### config.mk
export PLATFORM = sky130hd
export DESIGN_NAME = spi_master
export DESIGN_NICKNAME = d
export VERILOG_FILES = /design/src/rtl/spi_master_pkg.sv /design/src/rtl/spi_master_clkgen.sv /design/src/rtl/spi_master.sv
export SDC_FILE = /design/constraint.sdc
export NUM_CORES = 1
export LEC_CHECK = 0
export BUFFER_PORTS_ARGS = -buffer_cell sky130_fd_sc_hd__clkbuf_2
export CORE_MARGIN = 1
export CORE_UTILIZATION = 60
export CTS_BUF_LIST = sky130_fd_sc_hd__clkbuf_8
export CTS_CLUSTER_DIAMETER = 150
export CTS_CLUSTER_SIZE = 24
export DETAILED_ROUTE_END_ITERATION = 8
export PLACE_DENSITY = 0.81
export SLEW_MARGIN = 0
export SYNTH_ARGS = -nofsm -noshare
export SYNTH_HDL_FRONTEND = slang
export SYNTH_HIERARCHICAL = 1
export SYNTH_SLANG_ARGS = --single-unit
### constraint.sdc
create_clock -name clk -period 6 [get_ports clk]
set_input_delay 0.6 -clock clk [delete_from_list [all_inputs] [get_ports clk]]
set_output_delay 0.6 -clock clk [all_outputs]
set_load 0.03 [all_outputs]
### src/rtl/spi_master_pkg.sv
// Shared types and constants for the memory-mapped SPI initiator.
package spi_master_pkg;

    // Transfer sequencing: chip-select setup, 64 SCK half-periods, chip-select hold.
    typedef enum logic [1:0] {
        IDLE  = 2'd0,
        SETUP = 2'd1,
        SHIFT = 2'd2,
        HOLD  = 2'd3
    } spi_state_t;

    // Word offsets on the data bus (DataAdrM[3:2]).
    localparam logic [1:0] REG_TXDATA = 2'd0;
    localparam logic [1:0] REG_RXDATA = 2'd1;
    localparam logic [1:0] REG_STATUS = 2'd2;
    localparam logic [1:0] REG_CTRL   = 2'd3;

    // STATUS bit positions.
    localparam int STATUS_BUSY    = 0;
    localparam int STATUS_DONE    = 1;
    localparam int STATUS_OVERRUN = 2;

    // A 32-bit word needs 64 SCK half-periods; the counter runs 0..63.
    localparam logic [5:0] LAST_HALF = 6'd63;

    // Assemble the STATUS read word from its flags.
    function automatic logic [31:0] status_word(input logic busy,
                                                input logic done,
                                                input logic overrun);
        logic [31:0] w;
        w                 = '0;
        w[STATUS_BUSY]    = busy;
        w[STATUS_DONE]    = done;
        w[STATUS_OVERRUN] = overrun;
        return w;
    endfunction

endpackage

### src/rtl/spi_master_clkgen.sv
// Half-period tick generator. The count is held at zero while disabled, so
// every transfer starts with a full half-period after enable rises.
module spi_clkgen #(
    parameter int DIV_W = 8
) (
    input  logic             clk,
    input  logic             reset_n,
    input  logic             enable,
    input  logic [DIV_W-1:0] div,
    output logic             tick
);

    logic [DIV_W-1:0] cnt;

    // Count 0..div while enabled; wrap on reaching div, hold zero otherwise.
    always_ff @(posedge clk or negedge reset_n) begin
        if (!reset_n) begin
            cnt <= '0;
        end else if (!enable) begin
            cnt <= '0;
        end else if (cnt == div) begin
            cnt <= '0;
        end else begin
            cnt <= cnt + 1'b1;
        end
    end

    assign tick = enable && (cnt == div);

endmodule

### src/rtl/spi_master.sv
// SPI mode-0 initiator on the core data bus. Writing TXDATA launches a
// 32-bit full-duplex transfer; STATUS reports busy/done/overrun; RXDATA
// holds the word captured by the most recent completed transfer.
module spi_master
    import spi_master_pkg::*;
#(
    parameter int               DIV_W       = 8,
    parameter logic [DIV_W-1:0] DEFAULT_DIV = 8'd4
) (
    input  logic        clk,
    input  logic        reset_n,
    input  logic        cs,
    input  logic        we,
    input  logic [1:0]  addr,
    input  logic [31:0] wdata,
    output logic [31:0] rdata,
    output logic        SPI_CLK,
    output logic        SPI_CS_N,
    output logic        SPI_MOSI,
    input  logic        SPI_MISO,
    output logic        done_irq,
    output spi_state_t  dbg_state
);

    // Sequencer state and its next-state values.
    spi_state_t state_q, state_d;
    logic [31:0] sr_q, sr_d;
    logic [5:0]  hc_q, hc_d;
    logic        sclk_q, sclk_d;
    logic        csn_q, csn_d;
    logic        mosi_q, mosi_d;
    logic        rise;
    logic        rx_load;

    // Receive path: synchronizer, delayed capture strobe, receive word.
    logic        miso_s1, miso_s2;
    logic        rise_p1, rise_p2;
    logic [31:0] rx_sr;

    // Software-visible registers.
    logic [31:0]      txdata_q;
    logic [31:0]      rxdata_q;
    logic             done_q;
    logic             ovr_q;
    logic [DIV_W-1:0] div_q;
    logic [DIV_W-1:0] div_lat;

    logic busy;
    logic tick;
    logic wr_tx, wr_status, wr_ctrl;
    logic tx_start, tx_overrun;

    assign busy       = (state_q != IDLE);
    assign wr_tx      = cs && we && (addr == REG_TXDATA);
    assign wr_status  = cs && we && (addr == REG_STATUS);
    assign wr_ctrl    = cs && we && (addr == REG_CTRL);
    assign tx_start   = wr_tx && !busy;
    assign tx_overrun = wr_tx && busy;

    spi_clkgen #(
        .DIV_W (DIV_W)
    ) u_clkgen (
        .clk     (clk),
        .reset_n (reset_n),
        .enable  (busy),
        .div     (div_lat),
        .tick    (tick)
    );

    // Next-state and next-pin values; every pin is registered below.
    always_comb begin
        state_d = state_q;
        sr_d    = sr_q;
        hc_d    = hc_q;
        sclk_d  = sclk_q;
        csn_d   = csn_q;
        mosi_d  = mosi_q;
        rise    = 1'b0;
        rx_load = 1'b0;
        case (state_q)
            IDLE: begin
                csn_d  = 1'b1;
                sclk_d = 1'b0;
                if (tx_start) begin
                    sr_d    = wdata;
                    mosi_d  = wdata[31];
                    csn_d   = 1'b0;
                    hc_d    = '0;
                    state_d = SETUP;
                end
            end
            SETUP: begin
                // End of setup half-period is the first rising SCK edge.
                if (tick) begin
                    sclk_d  = 1'b1;
                    rise    = 1'b1;
                    hc_d    = '0;
                    state_d = SHIFT;
                end
            end
            SHIFT: begin
                if (tick) begin
                    if (hc_q == LAST_HALF) begin
                        state_d = HOLD;
                    end else begin
                        hc_d = hc_q + 6'd1;
                        if (!hc_q[0]) begin
                            // High half ends: falling edge, present next bit.
                            sclk_d = 1'b0;
                            sr_d   = {sr_q[30:0], 1'b0};
                            mosi_d = sr_q[30];
                        end else begin
                            // Low half ends: rising edge, device data sampled.
                            sclk_d = 1'b1;
                            rise   = 1'b1;
                        end
                    end
                end
            end
            HOLD: begin
                if (tick) begin
                    csn_d   = 1'b1;
                    mosi_d  = 1'b0;
                    rx_load = 1'b1;
                    state_d = IDLE;
                end
            end
            default: begin
                state_d = IDLE;
            end
        endcase
    end

    // Sequencer state, shift register, half-period counter and SPI pins.
    always_ff @(posedge clk or negedge reset_n) begin
        if (!reset_n) begin
            state_q <= IDLE;
            sr_q    <= '0;
            hc_q    <= '0;
            sclk_q  <= 1'b0;
            csn_q   <= 1'b1;
            mosi_q  <= 1'b0;
        end else begin
            state_q <= state_d;
            sr_q    <= sr_d;
            hc_q    <= hc_d;
            sclk_q  <= sclk_d;
            csn_q   <= csn_d;
            mosi_q  <= mosi_d;
        end
    end

    // MISO passes two flops; the capture strobe is delayed by the same two
    // cycles so the bit taken is the pin level at the rising SCK edge.
    always_ff @(posedge clk or negedge reset_n) begin
        if (!reset_n) begin
            miso_s1 <= 1'b0;
            miso_s2 <= 1'b0;
            rise_p1 <= 1'b0;
            rise_p2 <= 1'b0;
            rx_sr   <= '0;
        end else begin
            miso_s1 <= SPI_MISO;
            miso_s2 <= miso_s1;
            rise_p1 <= rise;
            rise_p2 <= rise_p1;
            if (tx_start) begin
                rx_sr <= '0;
            end else if (rise_p2) begin
                rx_sr <= {rx_sr[30:0], miso_s2};
            end
        end
    end

    // Bus registers; done set at end of HOLD beats a same-cycle clear.
    always_ff @(posedge clk or negedge reset_n) begin
        if (!reset_n) begin
            txdata_q <= '0;
            rxdata_q <= '0;
            done_q   <= 1'b0;
            ovr_q    <= 1'b0;
            div_q    <= DEFAULT_DIV;
            div_lat  <= DEFAULT_DIV;
        end else begin
            if (wr_tx) begin
                txdata_q <= wdata;
            end
            if (wr_ctrl) begin
                div_q <= wdata[DIV_W-1:0];
            end
            if (tx_start) begin
                div_lat <= div_q;
            end
            if (rx_load) begin
                rxdata_q <= rx_sr;
            end
            if (rx_load) begin
                done_q <= 1'b1;
            end else if (tx_start) begin
                done_q <= 1'b0;
            end else if (wr_status && wdata[STATUS_DONE]) begin
                done_q <= 1'b0;
            end
            if (tx_overrun) begin
                ovr_q <= 1'b1;
            end else if (wr_status && wdata[STATUS_OVERRUN]) begin
                ovr_q <= 1'b0;
            end
        end
    end

    // Read mux, decoded from addr alone so reads need no select.
    always_comb begin
        rdata = '0;
        case (addr)
            REG_TXDATA: rdata = txdata_q;
            REG_RXDATA: rdata = rxdata_q;
            REG_STATUS: rdata = status_word(busy, done_q, ovr_q);
            REG_CTRL:   rdata = {{(32-DIV_W){1'b0}}, div_q};
            default:    rdata = '0;
        endcase
    end

    assign SPI_CLK   = sclk_q;
    assign SPI_CS_N  = csn_q;
    assign SPI_MOSI  = mosi_q;
    assign done_irq  = done_q;
    assign dbg_state = state_q;

endmodule

==> impl_metrics.tcl <==
set metrics [dict create \
    timing.rr.start "u_clkgen/cnt[5]" \
    antenna_found_initial 0 \
    final_core_util_pct 68.7 \
    setup_tns_ns 0 \
    dr_wl_met2_microns 7570 \
    dieArea_sq_um 13400 \
    grt_first_pass_wirelength_microns 26200 \
    drtPass1Iterations 6 \
    rr_worst_depth 8 \
    p_leak_nw 4.09 \
    syn-num-nets 742 \
    coreArea_sq_um 12600 \
    crit_path_start_kind "register" \
    worstPathMaxFanout 60 \
    crit_type "register to register" \
    synth-edff-count 0 \
    cts_resized 0 \
    end_kind "register" \
    seq_area_frac_synth_pct 54.1 \
    initial_core_util_pct 61.7 \
    syn_area_sq_um 7780 \
    period_share_pct 56.3 \
    routedLengthMet1_microns 7370 \
    cts_tree "built" \
    wire_per_inst_microns 16.6 \
    peakVddDrop_mv 0.417 \
    total_power_w 0.00420 \
    clock-sinks 168 \
    drt-vias-per-instance 5.55 \
    yosysMostFrequentCell "dfrtp_1" \
    worst-path-buf-inv 1 \
    first_global_vias 5184 \
    grt_overflow_total 0 \
    ant_nets 0 \
    top_layer "met4" \
    area_growth_pct 11.4 \
    yosys_warnings 6 \
    fillers 951 \
    synth_ff_type "dfrtp_1" \
    cap_violations 0 \
    ios 77 \
    syn-mean-instance-area_sq_um 11.2 \
    synth_common_cells "dfrtp_1, nand2_1, nor2_1" \
    slew_headroom_pct 36.7 \
    cts_root_buf "clkbuf_8" \
    drv_slew 0 \
    synth_top_area_share_pct 53.1 \
    synth_seq_cells 168 \
    r2r_end "sr_q[7]" \
    rsz0062_at_grt "no" \
    cp_cell_sequence "xor2_1 -> nor4_2 -> and3_1 -> nand3b_1 -> a222oi_1 -> buf_4 -> nor2_1 -> a21oi_2" \
    io_buffers 76 \
    grt_start_max_net_pins 104 \
    clock_path_buffers 2 \
    crit_path_start "u_clkgen/cnt[5]" \
    synth_cells 697 \
    cp.depth 8 \
    final_hold_viol_count 0 \
    diodes 0 \
    gp_congestion 0.821 \
    dr_wl_met3_microns 584 \
    cts_hold_buf 0 \
    grt_usage_pct 25.8 \
    num_rows 41 \
    drc 0 \
    reg2reg_slack_ns 2.62 \
    dpl.hpwl_microns 10200 \
    drive_gt1_share_pct 27.5 \
    wl_microns 15700 \
    yosys-top-cells-area "dfrtp_1, mux2i_1, mux2_2, nand2_1, nor2_1" \
    crit_arrival_ns 3.76 \
    hold_path_class "input port to async pin" \
    die_height_microns 116 \
    first_iter_violations 295 \
    crit_slowest_cell "nor4_2" \
    max_stage_delay_ns 0.76 \
    synthArstFlopShare_pct 100 \
    synth.distinct_cells 48 \
    yosys.area.top_type "dfrtp_1" \
    post-cts-setup-buffers 0 \
    worst_pin_slew_ns 0.949 \
    max_freq_mhz 296 \
    nets 804 \
    run_status "complete, no violations" \
    cts_buffers 17 \
    crit_end "sr_q[7]" \
    vias 5236 \
    path_clk_slew_ns 0.08 \
    cp_top_family "simple AND/OR/NAND/NOR gates" \
    crit_required_ns 6.38 \
    h-tree-depth 4 \
    fin_crit_ns 3.38 \
    finClkSkew_ns 0.00927 \
    clk_latency_ns 0.45 \
    finalSetupViolCount 0 \
    fin_hold_ws_ns 0.241 \
    die_w_microns 116 \
    power.density_nw_per_um2 485 \
]
placed cells by master (no fill, tap or decap), types with 2 or more instances in the layout:
cell type	Yosys	layout
nand2_1	116	116
ha_1	6	5
a221oi_1	3	3
nor2b_1	2	2
clkinvlp_4	0	4
buf_4	3	8
a221o_1	3	3
or3_1	3	3
mux2_2	49	49
a31oi_1	2	2
and2_1	2	2
nand3_1	5	5
clkbuf_8	0	18
a21oi_2	30	30
a211oi_1	6	6
nor2_1	95	93
dfrtp_1	165	164
mux2i_1	93	93
nand2b_1	2	2
nand3b_1	3	3
dfstp_2	3	3
nor4_2	2	2
xor2_1	8	8
inv_1	9	10
mux4_2	3	3
o21ai_0	14	14
a21oi_1	6	6
bufinv_16	0	4
clkbuf_2	0	75
clkinv_2	0	3
nor2_2	0	2
xor2_2	2	2
nor3_1	3	3
and3_1	5	5
power by group:
group | switching (W) | leakage (nW) | internal (W)
Sequential | 0.000298 | 2.06 | 0.00156
Clock | 0.000398 | 0.208 | 0.000459
Combinational | 0.000865 | 1.82 | 0.000621
how the worst min path moves through the flow:
stage | from | end | depth (start not counted)
floorplan | reset_n | SPI_CLK | 0
global placement | rise_p1 | rise_p2 | 0
detailed placement | rise_p1 | rise_p2 | 0
CTS | SPI_MISO | miso_s1 | 1
global route | SPI_MISO | miso_s1 | 1
finish | reset_n | u_clkgen/cnt[6] | 1
state kept, by name, indices dropped and copies added (netlist names), 2 cells and up:
register      cells
rx_sr            32
rxdata_q         32
txdata_q         32
sr_q             31
div_lat           8
div_q             8
u_clkgen/cnt      8
hc_q              6
dbg_state         2
cell type report:
class	count	area (sq um)	area share, %
multi-input cells	479	3340	38.5
well taps	172	215	2.48
inverters	9	33.8	0.390
clock inverters	13	178	2.05
repair buffers	84	447	5.15
clock buffers	18	248	2.86
flip-flops and latches	168	4210	48.6
per-layer routing:
metal  track usage [%]  up-vias
met2              41.0      115
li1                  -     2492
met5                 0        -
met3              5.91       18
met1              35.4     2611
met4              8.03        0
cell families after synthesis:
| kind of cell | Yosys count | synth area share (%) |
|---|---|---|
| AND/OR/NAND/NOR | 243 | 13.2 |
| flip-flops | 168 | 54.1 |
| adder cells (fa/ha/maj) | 6 | 0.965 |
| multiplexers | 145 | 19.9 |
| XOR/XNOR | 11 | 1.43 |
| buffers and inverters | 50 | 3.15 |
| AO/OA/AOI/OAI | 74 | 7.30 |
worst reg2reg max path: cells and delay by family (launching register included):
kind                   cells  cell delay (ns)
XOR/XNOR                   1             0.19
AND/OR/NAND/NOR            4             1.56
flip-flops                 1             0.45
buffers and inverters      1             0.67
AO/OA/AOI/OAI              2             0.45
per-stage QoR:
stage / instance area, sq um / std cells / setup WS, ns
after floorplan: 7780 / 697 / 3.54
after global placement: 8240 / 912 / 2.59
after detailed placement: 8240 / 912 / 2.47
after CTS: 8670 / 943 / 2.64
after global routing: 8670 / 943 / 2.30
final: 8670 / 943 / 2.62
No activity file was read; power rests on OpenSTA's default activity.
